<file path="config.mk">
export PLATFORM = sky130hd
export DESIGN_NAME = field_counter_bank
export DESIGN_NICKNAME = d
export VERILOG_FILES = /design/src/rtl/field_counter_pkg.sv /design/src/rtl/press_repeat_fsm.sv /design/src/rtl/field_counter_bank.sv
export SDC_FILE = /design/constraint.sdc
export NUM_CORES = 1
export LEC_CHECK = 0
export BUFFER_PORTS_ARGS = -buffer_cell sky130_fd_sc_hd__buf_2
export CAP_MARGIN = 20
export CORE_ASPECT_RATIO = 1.25
export CORE_UTILIZATION = 45
export DETAILED_ROUTE_END_ITERATION = 6
export PLACE_DENSITY = 0.63
export SYNTH_ARGS = -nofsm -noshare
export SYNTH_HDL_FRONTEND = slang
export SYNTH_HIERARCHICAL = 1
export SYNTH_SLANG_ARGS = --single-unit
export TNS_END_PERCENT = 100
</file>
<file path="constraint.sdc">
create_clock -name clk_i -period 7.38 [get_ports clk_i]
set_input_delay 0.738 -clock clk_i [delete_from_list [all_inputs] [get_ports clk_i]]
set_output_delay 0.738 -clock clk_i [all_outputs]
set_load 0.1 [all_outputs]
</file>
<file path="src/rtl/field_counter_pkg.sv">
// Shared types and helpers for the field counter bank and its button front end.
package field_counter_pkg;

   typedef enum logic [1:0] {
      ST_IDLE   = 2'd0,
      ST_HOLD   = 2'd1,
      ST_REPEAT = 2'd2
   } fsm_state_e;

   typedef enum logic [1:0] {
      DIR_NONE = 2'd0,
      DIR_UP   = 2'd1,
      DIR_DOWN = 2'd2
   } dir_e;

   // Timer must hold both HOLD_CYC-1 and REP_CYC-1.
   function automatic int timer_width(input int hold_cyc, input int rep_cyc);
      int wh;
      int wr;
      wh = $clog2(hold_cyc);
      wr = $clog2(rep_cyc);
      return (wh > wr) ? wh : wr;
   endfunction

endpackage

</file>
<file path="src/rtl/press_repeat_fsm.sv">
// Button edge detection plus hold-to-repeat sequencing for the field counter bank.
// Emits a combinational step request so the first step lands on the press edge.
//
//   state     | meaning
//   ----------+--------------------------------------------------------------
//   ST_IDLE   | waiting for a fresh press of up or down while enabled
//   ST_HOLD   | first step done, counting HOLD_CYC before auto-repeat starts
//   ST_REPEAT | auto-repeating, one step every REP_CYC cycles
module press_repeat_fsm
   import field_counter_pkg::*;
#(
   parameter int SW       = 2,
   parameter int HOLD_CYC = 8,
   parameter int REP_CYC  = 4
) (
   input  logic          clk_i,
   input  logic          rst_ni,
   input  logic          en_i,
   input  logic          force_idle_i,
   input  logic [SW-1:0] sel_i,
   input  logic          up_i,
   input  logic          down_i,
   output logic          step_req_o,
   output logic [1:0]    dir_o
);

   localparam int            TW      = timer_width(HOLD_CYC, REP_CYC);
   localparam logic [TW-1:0] HOLD_LD = TW'(HOLD_CYC - 1);
   localparam logic [TW-1:0] REP_LD  = TW'(REP_CYC - 1);

   logic          up_q;
   logic          down_q;
   fsm_state_e    state_q;
   logic [TW-1:0] timer_q;
   dir_e          dir_q;
   logic [SW-1:0] sel_q;

   logic press_up;
   logic press_dn;
   logic both;
   logic held;
   logic keep;

   // Press detection, hold qualification and the step request for this cycle.
   always_comb begin
      press_up   = up_i & ~up_q;
      press_dn   = down_i & ~down_q;
      both       = up_i & down_i;
      held       = (dir_q == DIR_UP) ? up_i : down_i;
      // A rising opposite button shows up as both buttons high, so it drops us out too.
      keep       = en_i & ~both & held & (sel_i == sel_q);
      step_req_o = 1'b0;
      dir_o      = DIR_NONE;
      if (!force_idle_i) begin
         case (state_q)
            ST_IDLE: begin
               if (en_i && !both && (press_up || press_dn)) begin
                  step_req_o = 1'b1;
                  dir_o      = press_up ? DIR_UP : DIR_DOWN;
               end
            end
            ST_HOLD, ST_REPEAT: begin
               if (keep && (timer_q == '0)) begin
                  step_req_o = 1'b1;
                  dir_o      = dir_q;
               end
            end
            default: ;
         endcase
      end
   end

   // Edge registers, state and timer; edges are sampled every cycle regardless of en.
   always_ff @(posedge clk_i or negedge rst_ni) begin
      if (!rst_ni) begin
         up_q    <= 1'b0;
         down_q  <= 1'b0;
         state_q <= ST_IDLE;
         timer_q <= '0;
         dir_q   <= DIR_NONE;
         sel_q   <= '0;
      end else begin
         up_q   <= up_i;
         down_q <= down_i;
         if (force_idle_i) begin
            state_q <= ST_IDLE;
            timer_q <= '0;
         end else begin
            case (state_q)
               ST_IDLE: begin
                  if (step_req_o) begin
                     state_q <= ST_HOLD;
                     timer_q <= HOLD_LD;
                     dir_q   <= dir_e'(dir_o);
                     sel_q   <= sel_i;
                  end
               end
               ST_HOLD, ST_REPEAT: begin
                  if (!keep) begin
                     state_q <= ST_IDLE;
                     timer_q <= '0;
                  end else if (timer_q == '0) begin
                     state_q <= ST_REPEAT;
                     timer_q <= REP_LD;
                  end else begin
                     timer_q <= timer_q - TW'(1);
                  end
               end
               default: begin
                  state_q <= ST_IDLE;
                  timer_q <= '0;
               end
            endcase
         end
      end
   end

endmodule

</file>
<file path="src/rtl/field_counter_bank.sv">
// Bank of NCH up/down field counters with per-field runtime limits, used by the
// time/date setting path. One shared button pair steps the selected field.
module field_counter_bank
   import field_counter_pkg::*;
#(
   parameter  int NCH      = 3,
   parameter  int W        = 7,
   parameter  int WRAP     = 1,
   parameter  int HOLD_CYC = 8,
   parameter  int REP_CYC  = 4,
   localparam int SW       = (NCH > 1) ? $clog2(NCH) : 1
) (
   input  logic             clk_i,
   input  logic             rst_ni,
   input  logic             en_i,
   input  logic             clr_i,
   input  logic             load_en_i,
   input  logic [NCH*W-1:0] load_data_i,
   input  logic [NCH*W-1:0] limit_i,
   input  logic [SW-1:0]    sel_i,
   input  logic             up_i,
   input  logic             down_i,
   output logic [NCH*W-1:0] count_o,
   output logic [NCH-1:0]   wrap_pulse_o,
   output logic             step_pulse_o
);

   localparam logic [SW:0] NCH_V = (SW + 1)'(NCH);

   logic [W-1:0]   cnt_q [NCH];
   logic [W-1:0]   cnt_d [NCH];
   logic [NCH-1:0] wrap_q;
   logic [NCH-1:0] wrap_d;
   logic           step_q;
   logic           step_d;

   logic           step_req;
   logic [1:0]     dir;
   logic           sel_ok;
   logic           step_ok;
   logic [W-1:0]   lim_v;
   logic [W-1:0]   ld_v;
   logic [W:0]     nxt_v;

   press_repeat_fsm #(
      .SW       (SW),
      .HOLD_CYC (HOLD_CYC),
      .REP_CYC  (REP_CYC)
   ) u_fsm (
      .clk_i        (clk_i),
      .rst_ni       (rst_ni),
      .en_i         (en_i),
      .force_idle_i (clr_i | load_en_i),
      .sel_i        (sel_i),
      .up_i         (up_i),
      .down_i       (down_i),
      .step_req_o   (step_req),
      .dir_o        (dir)
   );

   // Returns {wrapped, next value}; values above the limit collapse onto the limit.
   function automatic logic [W:0] step_field(input logic [W-1:0] cnt,
                                             input logic [W-1:0] lim,
                                             input logic         go_up);
      logic [W-1:0] nxt;
      logic         wr;
      nxt = cnt;
      wr  = 1'b0;
      if (go_up) begin
         if (cnt >= lim) begin
            if (WRAP != 0) begin
               nxt = '0;
               wr  = 1'b1;
            end else begin
               nxt = lim;
            end
         end else begin
            nxt = cnt + W'(1);
         end
      end else begin
         if (cnt == '0) begin
            if (WRAP != 0) begin
               nxt = lim;
               wr  = 1'b1;
            end
         end else if (cnt > lim) begin
            nxt = lim;
         end else begin
            nxt = cnt - W'(1);
         end
      end
      return {wr, nxt};
   endfunction

   // Per-field next value with clr > load > step priority.
   always_comb begin
      sel_ok  = ({1'b0, sel_i} < NCH_V);
      step_ok = step_req & sel_ok & ~clr_i & ~load_en_i;
      step_d  = step_ok;
      wrap_d  = '0;
      lim_v   = '0;
      ld_v    = '0;
      nxt_v   = '0;
      for (int i = 0; i < NCH; i++) begin
         lim_v    = limit_i[i*W +: W];
         ld_v     = load_data_i[i*W +: W];
         nxt_v    = step_field(cnt_q[i], lim_v, dir == DIR_UP);
         cnt_d[i] = cnt_q[i];
         if (clr_i) begin
            cnt_d[i] = '0;
         end else if (load_en_i) begin
            cnt_d[i] = (ld_v > lim_v) ? lim_v : ld_v;
         end else if (step_ok && (sel_i == SW'(i))) begin
            cnt_d[i]  = nxt_v[W-1:0];
            wrap_d[i] = nxt_v[W];
         end
      end
   end

   // Count registers and the registered step/wrap pulses aligned with the new count.
   always_ff @(posedge clk_i or negedge rst_ni) begin
      if (!rst_ni) begin
         cnt_q  <= '{default: '0};
         wrap_q <= '0;
         step_q <= 1'b0;
      end else begin
         cnt_q  <= cnt_d;
         wrap_q <= wrap_d;
         step_q <= step_d;
      end
   end

   for (genvar g = 0; g < NCH; g++) begin : g_out
      assign count_o[g*W +: W] = cnt_q[g];
   end

   assign wrap_pulse_o = wrap_q;
   assign step_pulse_o = step_q;

endmodule

</file>
Word-level counts from Yosys, hierarchy flattened

Index checks and enable logic that the tools add are counted.

Reductions and logical operators: 20
Equality and inequality tests: 9
Order comparisons: 10
Multiplexer cells: 62
Bitwise operators: 16
$add $sub $neg: 7

Operators with widths:

| kind                                                                     | number |
|---|---|
| 7-bit 2-to-1 mux                                                         | 24 |
| 7-bit greater-than comparator                                            | 6 |
| 1-bit 2-to-1 mux                                                         | 22 |
| 7-bit by 1-bit adder with 7-bit output (second input constant)           | 3 |
| 7-bit >= comparator                                                      | 3 |
| 7-bit zero test                                                          | 3 |
| 7-bit by 1-bit subtractor with 7-bit output (second input constant)      | 3 |
| 2-bit 2-to-1 mux                                                         | 8 |
| 3-bit 2-to-1 mux                                                         | 4 |
| 1-bit AND                                                                | 9 |
| 3-bit nonzero test                                                       | 3 |
| 2-bit by 1-bit == test with 1-bit output (second input constant)         | 4 |
| 2-bit case mux with 2 select lines                                       | 2 |
| 1-bit logical AND                                                        | 6 |
| 1-bit NOT                                                                | 6 |
| 3-bit case mux with 2 select lines                                       | 1 |
| 2-bit == test (second input constant)                                    | 2 |
| 2-bit zero test                                                          | 2 |
| 4-bit by 3-bit inequality test with 1-bit output (second input constant) | 1 |
| 3-bit zero test                                                          | 1 |
| 3-bit by 2-bit inequality test with 1-bit output (second input constant) | 1 |
| 3-bit AND reduction                                                      | 1 |
| 3-bit by 1-bit subtractor with 3-bit output (second input constant)      | 1 |
| 2-bit == test                                                            | 1 |
| other kinds (7)                                                          | 7 |

Register bits after elaboration: 36
Logic and storage cells: 135

Logic depth before layout (Yosys ltp)

Gate-level depths: netlist (run 1).

Depth in word-level cells: 16
Gate-level depth with buffers: 13

Hierarchy

Netlist (run 1), hierarchy kept.

Modules (own cells, without submodules):

| module             | instances | cells each | sequential area each (µm²) | area each (µm²) |
|---|---|---|---|---|
| field_counter_bank | 1         | 472        | 625.6                      | 3753.6 |
| press_repeat_fsm   | 1         | 74         | 275.3                      | 738.2 |

Worst setup path before layout (run 1)

Ideal clock, no wire load.

Path kind: in2reg
From: in clr_i
To: reg cnt_q (netlist bit count_o[8])
Setup slack: 4254 ps
Data required time: 7257 ps
Stages on the path: 11
Arrival: 3003 ps
Path through: buf_2 -> nor2_1 -> inv_1 -> nor2_1 -> and4_1 -> a31o_2 -> nor2b_1 -> buf_2 -> a211oi_1 -> a2111o_1 -> a32o_1

Word-level cells in the longest chain between the ends: 7

Ends and longest elaborated chain:

| item                                     | RTL line                  | RTL |
|---|---|---|
| from (decl)                              | field_counter_bank.sv:16  | `input logic clr_i,` |
| 1-bit OR                                 | field_counter_bank.sv:53  | `.force_idle_i (clr_i \| load_en_i),` |
| 2-bit 2-to-1 mux                         | press_repeat_fsm.sv:54    | `if (!force_idle_i) begin` |
| named net dir[0]                         | field_counter_bank.sv:38  | `logic [1:0] dir;` |
| 2-bit by 1-bit == test with 1-bit output | field_counter_bank.sv:107 | `nxt_v = step_field(cnt_q[i], lim_v, dir == DIR_UP);` |
| 7-bit 2-to-1 mux                         | field_counter_bank.sv:69  | `if (go_up) begin` |
| 7-bit 2-to-1 mux                         | field_counter_bank.sv:113 | `end else if (step_ok && (sel_i == SW'(i))) begin` |
| 7-bit 2-to-1 mux                         | field_counter_bank.sv:111 | `end else if (load_en_i) begin` |
| 7-bit 2-to-1 mux                         | field_counter_bank.sv:109 | `if (clr_i) begin` |
| to (signal assigned)                     | field_counter_bank.sv:127 | `cnt_q <= cnt_d;` |
| to (decl)                                | field_counter_bank.sv:30  | `logic [W-1:0] cnt_q [NCH];` |

The timed path passes the listed nets, and every way through them passes these cells. The select of a mux whose other input is x is not followed.
A chain may end at the register's enable or synchronous reset.

Worst setup path after layout (run 1)

From: in load_en_i
To: reg cnt_q (netlist bit count_o[3])

Word-level cells in the longest chain between the ends: 7

Ends and longest elaborated chain:

| item                                     | RTL line                  | RTL |
|---|---|---|
| from (decl)                              | field_counter_bank.sv:17  | `input logic load_en_i,` |
| 1-bit OR                                 | field_counter_bank.sv:53  |  |
| 2-bit 2-to-1 mux                         | press_repeat_fsm.sv:54    |  |
| named net dir[0]                         | field_counter_bank.sv:38  |  |
| 2-bit by 1-bit == test with 1-bit output | field_counter_bank.sv:107 |  |
| 7-bit 2-to-1 mux                         | field_counter_bank.sv:69  |  |
| 7-bit 2-to-1 mux                         | field_counter_bank.sv:113 |  |
| 7-bit 2-to-1 mux                         | field_counter_bank.sv:111 |  |
| 7-bit 2-to-1 mux                         | field_counter_bank.sv:109 |  |

The timed path passes the listed nets, and every way through them passes these cells. The select of a mux whose other input is x is not followed.

==> results of run 1 <==
-- logic make-up after synthesis --
family,Yosys count,synth area share [%]
xor+xnor,21,4.09
mux,11,2.70
buf+inv,61,5.65
flops,36,20.1
fa+ha+maj,55,15.3
compound gates,179,30.3
simple gates,183,21.9
-- cell type report --
class                           instances  area [um^2]
Fill cell                             954         4590
Multi-Input combinational cell        449         3340
Sequential cell                        36          901
Timing Repair Buffer                   76          383
Tap cell                              126          158
Inverter                               40          150
Clock buffer                            5          125
Clock inverter                          3         18.8
-- through the flow --
stage / setup slack, ns / power, W
after CTS: 3.51 / 0.00107
final: 3.69 / 0.00108
after detailed placement: 3.20 / 0.000854
after floorplan: 4.25 / 0.000730
after global placement: 3.43 / 0.000846
after global routing: 3.35 / 0.00114
-- worst max-delay path, cell delays in order --
cell and delay [ns]:
buf_2 0.28, nor2_1 0.28, inv_1 0.18, nor2_1 0.29
and4_1 0.28, a31o_2 0.12, nand2b_1 0.38, nor3_2 0.53
nand2_1 0.20, o221a_2 0.33, a221oi_1 0.26
-- placed cells by master (no fill, tap or decap), types with 11 or more instances in the layout --
master	Yosys	layout
buf_2	11	75
ha_1	55	55
nand2_1	45	45
inv_1	40	40
a21oi_1	38	38
nor2_1	36	36
dfrtp_1	36	36
a211oi_1	25	25
nand3_1	21	21
o21ai_0	19	19
xnor2_1	15	15
nor3_1	14	14
a221oi_1	11	11
-- flip-flops by register name (all words and copies together), names as in the netlist --
signal / count
count_o: 21
step_pulse_o: 1
u_fsm/dir_q: 2
u_fsm/down_q: 1
u_fsm/sel_q: 2
u_fsm/state_q: 2
u_fsm/timer_q: 3
u_fsm/up_q: 1
wrap_pulse_o: 3
-- metal layers --
metal	part of all wire, %	wire length (um)
met1	44	5810
met4	2.3	306
met3	4.3	561
met2	49	6440
met5	0	0
-- worst min path at each step --
stage                          start                to  depth (start not counted)
CTS                 u_fsm/timer_q[1]  u_fsm/timer_q[1]                          2
global route          u_fsm/sel_q[1]    u_fsm/sel_q[1]                          1
finish              u_fsm/timer_q[1]  u_fsm/timer_q[1]                          2
detailed placement  u_fsm/timer_q[1]  u_fsm/timer_q[1]                          2
global placement    u_fsm/timer_q[0]  u_fsm/timer_q[0]                          2
floorplan                     rst_ni        count_o[0]                          0
-- power by group through the flow --
stage	clock [W]	combinational, W	sequential [W]
floorplan	0	0.000335	0.000394
global placement	0	0.000565	0.000280
detailed placement	0	0.000573	0.000282
CTS	0.000220	0.000576	0.000278
global route	0.000227	0.000629	0.000283
finish	0.000217	0.000579	0.000280
==> metrics.log, run 1 <==
INFO  metric outcome = completed
INFO  metric numPortBuffers = between 70 and 80
INFO  metric timing.final.crit_period = 3.69 ns
INFO  metric number_of_storage_elements_in_the_synthesis_netlist = 36
INFO  metric global_route.usage.met2 = 44.9%
INFO  metric route.vias.total = 4539
INFO  metric netSwitchingPower = between 0.0005 and 0.0006 W
INFO  metric utilization = 52.5%
INFO  metric worst_setup_path_end_kind = flip-flop
INFO  metric clk_transition_reported_paths = 0.06 ns
INFO  metric fmax = 271 MHz
INFO  metric power-per-cell-area = 212 nW/um^2
INFO  metric reg2reg_from = u_fsm/timer_q[0]
INFO  metric dieHeight = roughly 110 um
INFO  metric cts_bufs_inserted = 5
INFO  metric critical_path_required = 7.56 ns
INFO  metric synthDominantAreaCellType = dfrtp_1
INFO  metric placed_cells_incl_taps = 726
INFO  metric critPathKind = in -> reg
INFO  metric cts_setup_buffers = 0
INFO  metric dp_hpwl = between 10 and 15 mm
INFO  metric tightestPinTransition = 0.932 ns
INFO  metric peak_supply_drop = 0.0921 mV
INFO  metric final_total_negative_setup_slack = 0 ns
INFO  metric clock_latency = 0.28 ns
INFO  metric final_design_area_no_fill = 5070 um^2
INFO  metric pin_count_of_the_biggest_net_entering_global_routing = 37
INFO  metric drc = 0
INFO  metric timing.max_slew.rel_slack = a little under two fifths
INFO  metric vias_in_the_first_global_route = 4418
INFO  metric synth_cell_types = 83
INFO  metric min-delay-path-class = reg -> reg
INFO  metric first_iter_violations = 220
INFO  metric global_route.peak_usage_layer = met2
INFO  metric die_w = 91.4 um
INFO  metric synth_flop_cell = dfrtp_1
INFO  metric max_cap_viol_count = 0
INFO  metric finalSetupViolCount = 0
INFO  metric cts_tree = built
INFO  metric routed_wire_length_per_instance = 17.8 um
INFO  metric worst_setup_path_endpoint = count_o[3]
INFO  metric timing.final.hold_violations = 0
INFO  metric synth.net_count = 652
INFO  metric syn2layout_area_growth = 12.9%
INFO  metric postSynthAreaPerCell = between 8 and 9 um^2
INFO  metric critical_path_arrival = 3.87 ns
INFO  metric drv_slew = 0
INFO  metric fin_hold_ws = 0.512 ns
INFO  metric syn-cell-area = 4490 um^2
INFO  metric cts_root_buf = clkbuf_16
INFO  metric finish.net_count = 714
INFO  metric vias_per_cell = approximately 6.2
INFO  metric clock_tree.htree_level_count = 2
INFO  metric number_of_flops_mapped_to_enable_cells_by_yosys = 0
INFO  metric globalRouteTotalUtil = 25.7%
INFO  metric fp.dieArea = just over 10000 um^2
INFO  metric rrSetupSlack = slightly above 4 ns
INFO  metric crit_start_category = input pin
INFO  metric sum_of_overflow_across_all_layers_after_global_routing = 0
INFO  metric yosys.cell_count.top_type = ha_1
INFO  metric internal-power = 0.000537 W
INFO  metric synth_commonest_cells = ha_1 (55), nand2_1 (45), inv_1 (40)
INFO  metric netSwitchingFraction = 50.1%
INFO  metric synth-async-reset-ratio = 100%
INFO  metric initial_utilization = 46.5%
INFO  metric synth.area.top_cells = dfrtp_1 (20%), ha_1 (15%), a21oi_1 (4.2%)
INFO  metric place_area = between 4000 and 5000 um^2
INFO  metric io_pins = 76
INFO  metric worst_clock_skew = about 0.0039 ns
INFO  metric drive_above_1_share = approximately a fifth
INFO  metric seq_power_share = 26.0%
INFO  metric period_share = between 50% and 60%
INFO  metric rows = 40
INFO  metric power.share.clock = 20.2%
INFO  metric routed_wl = 13.1 mm
INFO  metric p_leak = 2.34 nW
INFO  metric met1_usage = 32.9%
INFO  metric postCtsResizedCells = 0
INFO  metric drt_pre_antenna_iters = 5
INFO  metric holdBufCountCts = 0
INFO  metric cts.path.max_buffers = 2
INFO  metric grt_first_pass_wirelength = 21.5 mm
INFO  metric unrepaired_setup_endpoints_after_global_routing = false
INFO  metric final_cells = 735
INFO  metric post_synth_inst_count = 546
INFO  metric synth_top_area_share = 20.1%
INFO  metric global_route.usage.met3 = under 10%
INFO  metric antenna_found_initial = 0
INFO  metric antennaDiodeCount = 0
INFO  metric place_congestion = 0.942
INFO  metric clkSinkCount = 36
INFO  metric ant_nets = 0
INFO  metric crit_start = load_en_i
INFO  metric ys_warn_count = 6
INFO  metric fp.coreArea = between 9000 and 10000 um^2
INFO  metric path_max_fanout = 28
INFO  metric reg2reg_to = count_o[3]
INFO  metric comb_power_share = 53.8%
INFO  metric reg2reg_depth = 10
INFO  metric synth_seq_area_share = approximately a fifth
Note: power is estimated with default switching activity, not from simulation.
==> inputs of run 2 (changes only) <==
- clock period: 7.38 -> 3.7 ns (I/O delays scaled with it)
==> run 2 against run 1 <==
Critical endpoint is now count_o[15]. Via count increased by 0.18%. Combinational power increased by 99%. Sequential share of layout area decreased by 0.17 points. Non-clock buffer count increased by 4. Worst setup slack got worse by 3.3 ns. First-iteration DRC count increased by 5.5%.
==> metrics.log, run 2 (same netlist as run 1, synthesis figures left out) <==
INFO  metric rows = 40
INFO  metric placed_cells_incl_taps = roughly 730
INFO  metric layout_common_cells = buf_2 (75), ha_1 (55), nand2_1 (45), inv_1 (40), a21oi_1 (38)
INFO  metric timing.max_slew.rel_slack = between 30% and 40%
INFO  metric vias_in_the_first_global_route = 4409
INFO  metric place_congestion = approximately 0.90
INFO  metric vias_per_cell = roughly 6
INFO  metric finish.net_count = 718
INFO  metric die_w = around 91 um
INFO  metric netSwitchingFraction = 48.1%
INFO  metric globalRouteTotalUtil = 25.8%
INFO  metric area.sequential = 901 um^2
INFO  metric cts_tree = built
INFO  metric dieHeight = 114 um
INFO  metric comb_power_share = 52.1%
INFO  metric outcome = completed
INFO  metric fp.dieArea = 10400 um^2
INFO  metric fp.coreArea = 9660 um^2
INFO  metric final_total_negative_setup_slack = 0 ns
INFO  metric numPortBuffers = 75
INFO  metric netSwitchingPower = 0.00106 W
INFO  metric worst_clock_skew = 0.00693 ns
INFO  metric drc = 0
INFO  metric sum_of_overflow_across_all_layers_after_global_routing = 0
INFO  metric critical_path_arrival = 3.45 ns
INFO  metric route.vias.total = 4547
INFO  metric critical_path_required = 3.88 ns
INFO  metric unrepaired_setup_endpoints_after_global_routing = false
INFO  metric layout_commonest_cell = buf_2
INFO  metric largest_register_ff_count = 21
INFO  metric period_share = 88.4%
INFO  metric drt_pre_antenna_iters = 4
INFO  metric timing.final.hold_violations = 0
INFO  metric final_cells = 739
INFO  metric routed_wl = 13.0 mm
INFO  metric tightestPinTransition = a little under 1 ns
INFO  metric initial_utilization = 46.5%
INFO  metric dp_hpwl = between 10 and 15 mm
INFO  metric syn2layout_area_growth = 14.0%
INFO  metric io_pins = 76
INFO  metric fmax = ~310 MHz
INFO  metric clkSinkCount = 36
INFO  metric timing.final.crit_period = 3.27 ns
INFO  metric worst_setup_path_end_kind = flip-flop
INFO  metric finalSetupViolCount = 0
INFO  metric cts_bufs_inserted = 5
INFO  metric fin_hold_ws = 0.199 ns
INFO  metric place_area = 4960 um^2
INFO  metric final_design_area_no_fill = 5120 um^2
INFO  metric critPathKind = reg -> reg
INFO  metric power-per-cell-area = ~430 nW/um^2
INFO  metric cts.path.max_buffers = 2
INFO  metric drive_above_1_share = 20.1%
INFO  metric ant_nets = 0
INFO  metric clk_transition_reported_paths = 0.06 ns
INFO  metric power.share.clock = 22.5%
INFO  metric clock_tree.htree_level_count = 2
INFO  metric filler_instances = 957
INFO  metric peak_supply_drop = between 0.2 and 0.25 mV
INFO  metric pin_count_of_the_biggest_net_entering_global_routing = 37
INFO  metric antenna_found_initial = 0
INFO  metric cts_setup_buffers = 0
INFO  metric holdBufCountCts = 0
INFO  metric cts_root_buf = clkbuf_16
INFO  metric multiInputGateArea = 3340 um^2
INFO  metric routed_wire_length_per_instance = 17.6 um
INFO  metric path_max_fanout = 9
INFO  metric drv_slew = 0
INFO  metric min-delay-path-class = in -> async
INFO  metric antennaDiodeCount = 0
INFO  metric internal-power = 0.00114 W
INFO  metric first_iter_violations = 232
INFO  metric seq_power_share = 25.4%
INFO  metric crit_start_category = flip-flop
INFO  metric max_cap_viol_count = 0
INFO  metric p_leak = 2.36 nW
INFO  metric clock_latency = around 0.29 ns
INFO  metric grt_first_pass_wirelength = 21.5 mm
INFO  metric postCtsResizedCells = 0
## run 2: cell types whose count changed in the layout (fill, tap and decap cells not counted), sizes merged
cell	delta
clkbuf	+1
clkinv	-2
buf	+4
bufinv	+1
## run 2: critical path, stage by stage (launching register included)
cell       delay [ns]
dfrtp_1          0.39
inv_1            0.10
ha_1             0.18
or2b_1           0.34
nor3_4           0.33
a31o_2           0.21
nand2b_1         0.24
buf_4            0.26
nor3_1           0.57
a2111oi_0        0.24
o32ai_1          0.29
## run 2: worst paths after layout
check                           cells past startpoint               end              from  slack (ns)
worst max-delay path                               10       count_o[15]  u_fsm/timer_q[0]        0.43
worst min-delay path                                1       count_o[12]            rst_ni        0.20
worst max register to register                     10       count_o[15]  u_fsm/timer_q[0]        0.43
worst min register to register                      2  u_fsm/timer_q[0]  u_fsm/timer_q[0]        0.53
max in group asynchronous                           1  u_fsm/timer_q[1]            rst_ni        2.95
min in group clk_i                                  1      u_fsm/down_q            down_i        0.24
## run 2: layer usage
layer	global-route usage (%)	part of all wire, %
met1	33.3	44
met5	0	0
met3	2.67	4.5
met2	44.8	49
met4	9.21	1.9
## run 2: layout make-up
cell class	count	share of cell area (%)
clock buffer	6	2.52
clock inverter	2	0.684
inverter	40	2.93
multi-input combinational	449	65.1
sequential	36	17.6
tap	126	3.08
timing repair buffer	80	8.06
## run 2: stage by stage
step	utilization (%)	total power, W	setup slack [ns]
global placement	51.3	0.00168	0.580
global route	53.0	0.00233	0.283
floorplan	-	0.00146	0.733
detailed placement	51.3	0.00170	0.396
CTS	53.0	0.00220	0.462
finish	53.0	0.00220	0.428
## run 2: power by group through the flow
stage / Sequential [W] / Combinational [W] / Clock (W)
final: 0.000559 / 0.00115 / 0.000495
after global routing: 0.000570 / 0.00124 / 0.000518
after CTS: 0.000556 / 0.00114 / 0.000501
after detailed placement: 0.000563 / 0.00114 / 0
after global placement: 0.000562 / 0.00112 / 0
after floorplan: 0.000786 / 0.000669 / 0
